File: config.mk
export PLATFORM = sky130hd
export DESIGN_NAME = retire_stage
export DESIGN_NICKNAME = d
export VERILOG_FILES = /design/src/rtl/sys_defs_pkg.sv /design/src/rtl/retire_stage_event_detect.sv /design/src/rtl/retire_stage.sv
export SDC_FILE = /design/constraint.sdc
export NUM_CORES = 1
export LEC_CHECK = 0
export ABC_AREA = 1
export CAP_MARGIN = 25
export CORE_AREA = 2 2 146 148
export CTS_CLUSTER_SIZE = 10
export DETAILED_ROUTE_END_ITERATION = 12
export DIE_AREA = 0 0 148 150
export GPL_ROUTABILITY_DRIVEN = 1
export PLACE_DENSITY = 0.74
export SETUP_SLACK_MARGIN = 0.2
export SYNTH_ARGS = -nofsm -noshare
export SYNTH_HDL_FRONTEND = slang
export SYNTH_SLANG_ARGS = --single-unit
File: constraint.sdc
create_clock -name clock -period 1.6 [get_ports clock]
set_input_delay 0.32 -clock clock [delete_from_list [all_inputs] [get_ports clock]]
set_output_delay 0.32 -clock clock [all_outputs]
set_load 0.05 [all_outputs]
File: src/rtl/sys_defs_pkg.sv
// Shared retire-stage types: ROB head packet, retire bundle, FSM and event enums.
package sys_defs;

  localparam int XLEN      = 32;
  localparam int PRF_SIZE  = 64;
  localparam int PRF_IDX_W = $clog2(PRF_SIZE);
  localparam int ARF_SIZE  = 32;
  localparam int ARF_IDX_W = 5;
  localparam int CNT_W     = 4;

  typedef struct packed {
    logic                 valid;
    logic [XLEN-1:0]      pc;
    logic [31:0]          inst;
    logic [PRF_IDX_W-1:0] T_new;
    logic [PRF_IDX_W-1:0] T_old;
    logic                 wr_mem;
    logic                 halt;
    logic                 illegal;
    logic                 rd_mem_violation;
    logic                 is_branch;
    logic                 predict_take_branch;
    logic [XLEN-1:0]      predict_target_pc;
    logic                 ex_take_branch;
    logic [XLEN-1:0]      ex_target_pc;
  } ROB_PACKET;

  typedef struct packed {
    logic                 valid;
    logic [ARF_IDX_W-1:0] arch_idx;
    logic [PRF_IDX_W-1:0] T_new;
    logic [PRF_IDX_W-1:0] T_old;
    logic                 store;
  } RETIRE_PACKET;

  typedef enum logic [1:0] {
    RUN,
    RECOVER,
    HALTED
  } RETIRE_STATE;

  typedef enum logic [1:0] {
    EV_NONE,
    EV_HALT,
    EV_VIOL,
    EV_BRANCH
  } EVENT_KIND;

endpackage

File: src/rtl/retire_stage_event_detect.sv
// Per-slot retire event classifier: halt/illegal > ordering violation > mispredict.
module retire_event_detect
  import sys_defs::*;
(
  input  ROB_PACKET       pkt,
  output logic            is_event,
  output EVENT_KIND       event_kind,
  output logic [XLEN-1:0] target
);

  logic mispred;
  logic unused_fields;

  assign unused_fields = ^{pkt.valid, pkt.inst, pkt.T_new,
                           pkt.T_old, pkt.wr_mem};

  assign mispred = pkt.is_branch &&
    ((pkt.ex_take_branch != pkt.predict_take_branch) ||
     (pkt.ex_take_branch &&
      (pkt.ex_target_pc != pkt.predict_target_pc)));

  always_comb begin
    event_kind = EV_NONE;
    target     = '0;
    if (pkt.halt || pkt.illegal) begin
      event_kind = EV_HALT;
    end else if (pkt.rd_mem_violation) begin
      event_kind = EV_VIOL;
      target     = pkt.pc;
    end else if (mispred) begin
      event_kind = EV_BRANCH;
      target     = pkt.ex_take_branch ? pkt.ex_target_pc
                                      : pkt.pc + 32'd4;
    end
  end

  assign is_event = (event_kind != EV_NONE);

endmodule

File: src/rtl/retire_stage.sv
// Two-wide commit stage with squash/recovery FSM and sticky halt.
// Optional RETIRE_STATS_EN adds saturating retire/mispredict counters.
module retire_stage
  import sys_defs::*;
#(
  parameter int RECOVERY_CYCLES = 2
) (
  input  logic                      clock,
  input  logic                      reset,
  input  ROB_PACKET [1:0]           rob_packet_in,
  input  logic                      head_retire_rdy,
  input  logic                      head_p1_retire_rdy,
  output logic [1:0]                retire_valid,
  output logic [1:0][ARF_IDX_W-1:0] retire_arch_idx,
  output logic [1:0][PRF_IDX_W-1:0] retire_T_new,
  output logic [1:0][PRF_IDX_W-1:0] retire_T_old,
  output logic [1:0]                retire_store,
  output logic                      squash,
  output logic [XLEN-1:0]           redirect_pc,
  output logic                      retire_block,
  output logic                      halted,
  output logic                      illegal_halt
`ifdef RETIRE_STATS_EN
  ,
  output logic [63:0]               retired_cnt,
  output logic [31:0]               mispredict_cnt
`endif
);

  RETIRE_STATE        state_q, state_d;
  logic [CNT_W-1:0]   cnt_q, cnt_d;
  RETIRE_PACKET [1:0] ret_q, ret_d;
  logic               squash_q, squash_d;
  logic [XLEN-1:0]    redir_q, redir_d;
  logic               block_q, block_d;
  logic               halted_q, halted_d;
  logic               ill_q, ill_d;

  logic             ev0, ev1, el0, el1, sel1;
  EVENT_KIND        kind0, kind1, act_kind;
  logic [XLEN-1:0]  tgt0, tgt1, act_tgt;
  logic             act_ill;

  retire_event_detect u_det0 (
    .pkt        (rob_packet_in[0]),
    .is_event   (ev0),
    .event_kind (kind0),
    .target     (tgt0)
  );

  retire_event_detect u_det1 (
    .pkt        (rob_packet_in[1]),
    .is_event   (ev1),
    .event_kind (kind1),
    .target     (tgt1)
  );

  assign el0 = head_retire_rdy && rob_packet_in[0].valid &&
               (state_q == RUN);
  assign el1 = el0 && head_p1_retire_rdy &&
               rob_packet_in[1].valid && !ev0;

  // Slot0 event wins; slot1 is only eligible when slot0 is clean.
  assign sel1     = !(el0 && ev0);
  assign act_kind = (el0 && ev0) ? kind0 :
                    (el1 && ev1) ? kind1 : EV_NONE;
  assign act_tgt  = sel1 ? tgt1 : tgt0;
  assign act_ill  = sel1 ? rob_packet_in[1].illegal
                         : rob_packet_in[0].illegal;

  always_ff @(posedge clock or negedge reset) begin
    if (!reset) begin
      state_q <= RUN;
      cnt_q   <= '0;
    end else begin
      state_q <= state_d;
      cnt_q   <= cnt_d;
    end
  end

  always_comb begin
    state_d = state_q;
    cnt_d   = cnt_q;
    unique case (state_q)
      RUN: begin
        if (act_kind == EV_HALT) begin
          state_d = HALTED;
        end else if (act_kind == EV_VIOL ||
                     act_kind == EV_BRANCH) begin
          state_d = RECOVER;
          cnt_d   = CNT_W'(RECOVERY_CYCLES);
        end
      end
      RECOVER: begin
        if (cnt_q <= CNT_W'(1)) begin
          state_d = RUN;
          cnt_d   = '0;
        end else begin
          cnt_d = cnt_q - CNT_W'(1);
        end
      end
      HALTED:  state_d = HALTED;
      default: state_d = RUN;
    endcase
  end

  always_comb begin
    for (int i = 0; i < 2; i++) begin
      ret_d[i] = '0;
    end
    if (el0) begin
      ret_d[0].valid    = 1'b1;
      ret_d[0].arch_idx = rob_packet_in[0].inst[11:7];
      ret_d[0].T_new    = rob_packet_in[0].T_new;
      ret_d[0].T_old    = rob_packet_in[0].T_old;
      ret_d[0].store    = rob_packet_in[0].wr_mem;
    end
    if (el1) begin
      ret_d[1].valid    = 1'b1;
      ret_d[1].arch_idx = rob_packet_in[1].inst[11:7];
      ret_d[1].T_new    = rob_packet_in[1].T_new;
      ret_d[1].T_old    = rob_packet_in[1].T_old;
      ret_d[1].store    = rob_packet_in[1].wr_mem;
    end
    squash_d = (act_kind == EV_VIOL) || (act_kind == EV_BRANCH);
    redir_d  = squash_d ? act_tgt : '0;
    block_d  = (state_d != RUN);
    halted_d = halted_q || (act_kind == EV_HALT);
    ill_d    = ill_q || ((act_kind == EV_HALT) && act_ill);
  end

  always_ff @(posedge clock or negedge reset) begin
    if (!reset) begin
      ret_q    <= '0;
      squash_q <= 1'b0;
      redir_q  <= '0;
      block_q  <= 1'b0;
      halted_q <= 1'b0;
      ill_q    <= 1'b0;
    end else begin
      ret_q    <= ret_d;
      squash_q <= squash_d;
      redir_q  <= redir_d;
      block_q  <= block_d;
      halted_q <= halted_d;
      ill_q    <= ill_d;
    end
  end

  always_comb begin
    for (int i = 0; i < 2; i++) begin
      retire_valid[i]    = ret_q[i].valid;
      retire_arch_idx[i] = ret_q[i].arch_idx;
      retire_T_new[i]    = ret_q[i].T_new;
      retire_T_old[i]    = ret_q[i].T_old;
      retire_store[i]    = ret_q[i].store;
    end
  end

  assign squash       = squash_q;
  assign redirect_pc  = redir_q;
  assign retire_block = block_q;
  assign halted       = halted_q;
  assign illegal_halt = ill_q;

`ifdef RETIRE_STATS_EN
  logic [63:0] rcnt_q, rcnt_d;
  logic [31:0] mcnt_q, mcnt_d;
  logic [1:0]  inc;

  always_comb begin
    inc = {1'b0, ret_d[0].valid} + {1'b0, ret_d[1].valid};
    if (rcnt_q > ('1 - {62'd0, inc})) rcnt_d = '1;
    else                              rcnt_d = rcnt_q + {62'd0, inc};
    mcnt_d = mcnt_q;
    if (act_kind == EV_BRANCH && mcnt_q != '1)
      mcnt_d = mcnt_q + 32'd1;
  end

  always_ff @(posedge clock or negedge reset) begin
    if (!reset) begin
      rcnt_q <= '0;
      mcnt_q <= '0;
    end else begin
      rcnt_q <= rcnt_d;
      mcnt_q <= mcnt_d;
    end
  end

  assign retired_cnt    = rcnt_q;
  assign mispredict_cnt = mcnt_q;
`endif

endmodule

==> flow_metrics.env, run 1 <==
export IMPL_synth_area_leaders="dfrtp_1 (28%), nand2_1 (20%), inv_1 (9.9%), nor2_1 (6.3%), nand3_1 (5.7%)"
export IMPL_die_area_um2=22200
export IMPL_clk_pin_slew_ns=0.06
export IMPL_synth_flop_cell="dfrtp_1"
export IMPL_crit_family="simple AND/OR/NAND/NOR gates"
export IMPL_crit_required_ns=1.87
export IMPL_cts_tree="done"
export IMPL_first_global_vias=9965
export IMPL_worst_pin_slew_ns=0.4292
export IMPL_rows=53
export IMPL_clockBufferDepth=2
export IMPL_crit_fanout=4
export IMPL_final_cell_mix="nand2_1 (326), buf_4 (307), inv_1 (146)"
export IMPL_grt_max_degree=36
export IMPL_vias_per_cell=4.919
export IMPL_syn2layout_area_growth_pct=96.33
export IMPL_ys_warn_count=0
export IMPL_grt_pass1_wl_um=48690
export IMPL_power_density_nw_per_um2=524.1
export IMPL_dr_wl_met2_um=16350
export IMPL_yosys_area_top_type="dfrtp_1"
export IMPL_cp_depth=20
export IMPL_worst_slack_ns=-0.2376
export IMPL_clock_sinks=80
export IMPL_wl_met3_um=2011
export IMPL_gr_total_overflow=0
export IMPL_critPathLaunchType="primary input"
export IMPL_cts_root_buf="clkbuf_16"
export IMPL_cap_violations=0
export IMPL_critical_path_slowest_cell="nor2_2"
export IMPL_max_freq_mhz=544.2
export IMPL_slew_headroom=0.7139
export IMPL_path_cells="buf_6 -> inv_1 -> nand2_2 -> nand2_1 -> inv_1 -> nand2_1 -> nor2_1 -> nand2_1 -> nor2_2 -> nand3_2 -> nand2_2 -> buf_6 -> nand3_4 -> buf_6 -> buf_6 -> nor2_4 -> nand2_2 -> nand2_2 -> nand2_1 -> nor2_1"
export IMPL_rsz0062_at_grt="yes"
export IMPL_postSynthAreaPerCell_um2=6.072
export IMPL_grt_usage=0.2797
export IMPL_final_hold_viol_count=0
export IMPL_dpl_hpwl_um=25070
export IMPL_wirelength_met1_um=12920
export IMPL_antenna_found_initial=1
export IMPL_dr_pass1_iters=5
export IMPL_synth_distinct_cells=41
export IMPL_drc=0
export IMPL_status="finished with violations"
export IMPL_crit_buf_inv=6
export IMPL_setup_violations=61
export IMPL_ios=374
export IMPL_die_h_um=150
export IMPL_design_core_area_um2=20690
export IMPL_endpoint_kind="flip-flop"
export IMPL_drtAntennaViolNets=0
export IMPL_final_common_cell="nand2_1"
export IMPL_die_x_um=148
export IMPL_fin_worst_skew_ns=0.004201
export IMPL_hold_path_class="in2reg"
export IMPL_final_nets=2058
export IMPL_wire_per_inst_um=16.18
export IMPL_syn_cell_area_um2=7086
export IMPL_synth_edf_count=0
export IMPL_yosys_register_bits=80
export IMPL_insertion_delay_ns=0.34
export IMPL_min_path_cells=5
export IMPL_drive_gt1_frac=0.4232
export IMPL_async_reset_ff_frac=1.000
export IMPL_netlist_instances=1167
export IMPL_violations="negative setup slack"
export IMPL_cpPeakStageDelay_ns=0.16
export IMPL_num_vias=10006
export IMPL_hold_ws_ns=0.4042
export IMPL_ff2ff_setup_slack_ns=-0.13
export IMPL_path_class="in2reg"
export IMPL_cts_buffers=9
export IMPL_arrival_ns=2.11
export IMPL_yosysSeqAreaShare=0.2825
export IMPL_r2r_cells=11
export IMPL_maxUsedRoutingLayer="met4"
export IMPL_fin_tns_setup_ns=-8.928
export IMPL_p_leak_nw=7.243
export IMPL_timing_final_crit_share=1.149
export IMPL_start_util=0.3425
export IMPL_ir_worst_vdd_mv=0.4091
export IMPL_htree_levels=3
export IMPL_netlist_area_leader_share=0.2825
export IMPL_drt_iter0_markers=542
export IMPL_synth_fp_nets=1471
export IMPL_maxSlewViolCount=0
export IMPL_port_buffers=319
export IMPL_total_power_w=0.007291
export IMPL_period_needed_ns=1.838
export IMPL_gp_congestion=0.9803
export IMPL_routed_wl_um=32900
## cells in the mapped netlist (4+ instances only)
master / count
nand2_1: 374
inv_1: 186
nor2_1: 119
dfrtp_1: 80
nand3_1: 80
o21ai_0: 79
xor2_1: 39
nor3_1: 28
o211ai_1: 22
o22ai_1: 20
clkbuf_1: 18
xnor2_1: 18
a21oi_1: 17
nand4_1: 14
buf_2: 12
nand3_2: 5
nor3b_1: 5
ha_1: 4
inv_2: 4
nor2_2: 4
## path summary, 6_finish.rpt
check / startpoint / to
max: rob_packet_in[36] / redirect_pc[31]$_DFF_PN0_
min: rob_packet_in[177] / redirect_pc[29]$_DFF_PN0_
max reg2reg: state_q[1]$_DFF_PN0_ / retire_arch_idx[8]$_DFF_PN0_
min reg2reg: halted$_DFF_PN0_ / halted$_DFF_PN0_
max in group asynchronous: reset / redirect_pc[19]$_DFF_PN0_
min in group asynchronous: reset / retire_T_old[0]$_DFF_PN0_
## flip-flops by register name, summed over array words and instances, names as in the netlist
signal,cells
halted,1
retire_arch_idx,10
retire_T_old,12
retire_valid,2
redirect_pc,32
retire_T_new,12
retire_store,2
illegal_halt,1
squash,1
retire_block,1
cnt_q,4
state_q,2
## power by group
group / switching (W) / total, W / internal (W)
Sequential: 0.000104 / 0.00224 / 0.00214
Combinational: 0.00148 / 0.00284 / 0.00136
Clock: 0.000842 / 0.00221 / 0.00137
## layout make-up
class / count / area, um2
tap: 275 / 344.1
fill: 1775 / 6779
antenna: 1 / 2.502
inverter: 192 / 742.0
clock buffer: 9 / 225.2
multi-input combinational: 859 / 5100
timing repair buffer: 612 / 5403
sequential: 80 / 2002
clock inverter: 6 / 92.59
## cells by family after synthesis
logic type	after synthesis	synth area share
compound gates	149	0.1215
simple gates	646	0.3865
fa+ha+maj	4	0.007064
flops	80	0.2825
mux	3	0.004238
xor+xnor	57	0.07046
buf+inv	228	0.1277
## worst register-to-register path, delay by kind of cell, from the launching register on
family	cells	cell delay, ns
buf+inv	7	0.82
flops	1	0.39
simple gates	4	0.45
## repair_timing
item	CTS	global route
hold buffers	1	0
pin swaps	179	87
gates resized for setup	723	128
setup endpoints to repair	61	61
buffers inserted	46	8
cloned	6	3
endpoints found under the hold margin	20	0
## routing by layer
layer | vias up | track usage
li1 | 4846 | -
met1 | 4659 | 0.3289
met2 | 408 | 0.4870
met3 | 93 | 0.04695
met5 | - | 0
met4 | 0 | 0.1510
## metrics by stage
| stage | cells | setup slack [ns] | area (um2) | utilization |
|---|---|---|---|---|
| 2_1_floorplan | 1167 | -0.03651 | 7296 | - |
| 3_3_place_gp | 1954 | -0.9222 | 12540 | 0.6061 |
| 3_5_place_dp | 1954 | -0.9749 | 12540 | 0.6061 |
| 4_1_cts | 2022 | -0.1083 | 13350 | 0.6453 |
| 5_1_grt | 2034 | -0.3458 | 13910 | 0.6724 |
| 6_report | 2034 | -0.2376 | 13910 | 0.6724 |
(Power assumes the default switching activity.)
==> run 2: changes to the inputs <==
--- a/config.mk
+++ b/config.mk
@@ -7,12 +7,12 @@
 export LEC_CHECK = 0
 export ABC_AREA = 1
 export CAP_MARGIN = 25
-export CORE_AREA = 2 2 146 148
+export CORE_AREA = 2 2 147 149
 export CTS_CLUSTER_SIZE = 10
 export DETAILED_ROUTE_END_ITERATION = 12
-export DIE_AREA = 0 0 148 150
+export DIE_AREA = 0 0 149 151
 export GPL_ROUTABILITY_DRIVEN = 1
-export PLACE_DENSITY = 0.74
+export PLACE_DENSITY = 0.71
 export SETUP_SLACK_MARGIN = 0.2
 export SYNTH_ARGS = -nofsm -noshare
 export SYNTH_HDL_FRONTEND = slang
==> constraint.sdc (replaced) <==
create_clock -name clock -period 1.9 [get_ports clock]
set_input_delay 0.38 -clock clock [delete_from_list [all_inputs] [get_ports clock]]
set_output_delay 0.38 -clock clock [all_outputs]
set_load 0.05 [all_outputs]
==> flow_metrics.env, run 2 (synthesized netlist as in run 1, its figures left out) <==
export IMPL_die_x_um=149
export IMPL_grt_use_met1=0.3502
export IMPL_drtAntennaViolNets=0
export IMPL_dpl_cell_area_um2=12150
export IMPL_ir_worst_vdd_mv=0.3527
export IMPL_syn2layout_area_growth_pct=87.59
export IMPL_final_hold_viol_count=0
export IMPL_p_switching_w=0.001991
export IMPL_pre_cts_ws_ns=-0.6640
export IMPL_drt_iter0_markers=573
export IMPL_ff2ff_setup_slack_ns=0.27
export IMPL_power_share_clock=0.304
export IMPL_p_leak_nw=7.172
export IMPL_clock_sinks=80
export IMPL_setup_violations=0
export IMPL_swShare=0.3357
export IMPL_vias_per_cell=4.762
export IMPL_clk_pin_slew_ns=0.07
export IMPL_combPwrFrac=0.382
export IMPL_worstReg2RegEnd="redirect_pc[2]$_DFF_PN0_"
export IMPL_cts_tree="done"
export IMPL_insertion_delay_ns=0.33
export IMPL_timing_final_crit_share=0.9333
export IMPL_slew_headroom=0.6457
export IMPL_fin_worst_skew_ns=0.006034
export IMPL_grt_pass1_wl_um=47170
export IMPL_dr_pass1_iters=5
export IMPL_worst_pin_slew_ns=0.5260
export IMPL_gr_max_usage_layer="met2"
export IMPL_final_common_cell="nand2_1"
export IMPL_cap_violations=0
export IMPL_drc=0
export IMPL_startpoint="rob_packet_in[174]"
export IMPL_gp_congestion=0.9137
export IMPL_period_needed_ns=1.773
export IMPL_start_util=0.3403
export IMPL_antenna_found_initial=0
export IMPL_postLayoutCellArea_um2=13290
export IMPL_ios=374
export IMPL_largest_reg_flops=32
export IMPL_grtUsageMet3=0.03404
export IMPL_first_global_vias=9333
export IMPL_final_nets=2044
export IMPL_path_class="in2reg"
export IMPL_worst_slack_ns=0.1268
export IMPL_port_buffers=319
export IMPL_min_path_cells=5
export IMPL_power_density_nw_per_um2=446.3
export IMPL_drive_gt1_frac=0.3948
export IMPL_hold_path_class="in2reg"
export IMPL_rsz0062_at_grt="yes"
export IMPL_r2r_start="state_q[1]$_DFF_PN0_"
export IMPL_min_from="rob_packet_in[123]"
export IMPL_rows=53
export IMPL_grt_usage=0.2694
export IMPL_r2r_cells=11
export IMPL_maxSlewViolCount=0
export IMPL_endpoint_kind="flip-flop"
export IMPL_die_area_um2=22500
export IMPL_wire_per_inst_um=15.49
export IMPL_holdPathEnd="redirect_pc[8]$_DFF_PN0_"
export IMPL_internal_power_w=0.003941
export IMPL_num_vias=9624
export IMPL_htree_levels=3
export IMPL_status="finished clean"
export IMPL_dpl_hpwl_um=24480
export IMPL_cts_buffers=9
export IMPL_cts_root_buf="clkbuf_16"
export IMPL_critPathLaunchType="primary input"
export IMPL_gr_total_overflow=0
export IMPL_routed_wl_um=31310
export IMPL_p_seq_frac=0.315
export IMPL_arrival_ns=2.00
export IMPL_final_cell_mix="nand2_1 (327), buf_4 (293), inv_1 (143)"
export IMPL_crit_required_ns=2.13
export IMPL_design_core_area_um2=20820
export IMPL_clockBufferDepth=2
export IMPL_grt_max_degree=42
export IMPL_dp_cells=1953
export IMPL_crit_fanout=6
export IMPL_die_h_um=151
export IMPL_max_freq_mhz=563.9
export IMPL_met2_usage=0.4684
export IMPL_fin_cells=2021
run 2: cell types whose count changed in the layout (fill, tap and decap cells not counted), sizes merged:
cell | before | now
buf | 476 | 405
bufinv | 2 | 1
clkbuf | 20 | 43
clkdlybuf4s15 | 15 | 21
clkdlybuf4s50 | 56 | 57
clkinvlp | 2 | 0
dlygate4sd2 | 53 | 81
inv | 191 | 194
run 2: layout make-up:
cell class	instances	area [um2]
Fill cell	1964	7531
Multi-Input combinational cell	859	4982
Timing Repair Buffer	598	4916
Sequential cell	80	2002
Inverter	192	733.2
Tap cell	275	344.1
Clock buffer	10	239.0
Clock inverter	6	72.57
Antenna cell	1	2.502
run 2: routing by layer:
layer  part of all wire  wire (um)
met1               0.43      13330
met5                  0          0
met2               0.49      15310
met3              0.062       1933
met4              0.024        745
run 2: worst max-delay path by stage:
stage	to	slack (ns)	cells past startpoint
2_1_floorplan	redirect_pc[22]$_DFF_PN0_	0.20	12
3_3_place_gp	redirect_pc[15]$_DFF_PN0_	-0.62	16
3_5_place_dp	halted$_DFF_PN0_	-0.66	17
4_1_cts	redirect_pc[7]$_DFF_PN0_	0.18	14
5_1_grt	redirect_pc[31]$_DFF_PN0_	0.06	15
6_report	redirect_pc[16]$_DFF_PN0_	0.13	12
run 2: power groups by stage:
stage / Clock, W / Sequential, W / Combinational (W)
2_1_floorplan: 0 / 0.00205 / 0.000737
3_3_place_gp: 0 / 0.00189 / 0.00210
3_5_place_dp: 0 / 0.00189 / 0.00214
4_1_cts: 0.00183 / 0.00186 / 0.00217
5_1_grt: 0.00195 / 0.00187 / 0.00246
6_report: 0.00180 / 0.00187 / 0.00227
run 2: critical path, stage by stage:
cell and delay, ns:
dlygate4sd2_1 0.27, xnor2_2 0.17, nand3_2 0.13, nor2_2 0.14, nand3_2 0.15, buf_6 0.17, nand3_4 0.10, buf_12 0.16
buf_12 0.14, o22ai_4 0.07, nand3_2 0.08, nand2_2 0.05
run 2: metrics by stage:
| step | total power [W] | hold WS, ns | utilization | setup TNS [ns] |
|---|---|---|---|---|
| detailed placement | 0.004028 | 0.2895 | 0.5833 | -37.02 |
| floorplan | 0.002784 | 0.08441 | - | 0 |
| global route | 0.006287 | 0.4679 | 0.6382 | 0 |
| global placement | 0.003992 | 0.2881 | 0.5833 | -35.22 |
| finish | 0.005932 | 0.4582 | 0.6383 | 0 |
| CTS | 0.005859 | 0.4748 | 0.6221 | 0 |
run 2: repair_timing:
action	in CTS	in global routing
pin swaps	195	92
setup buffers	41	5
cloned	3	1
hold buffers	1	0
endpoints found under the hold margin	20	0
setup endpoints to repair	99	60
gates resized for setup	729	167
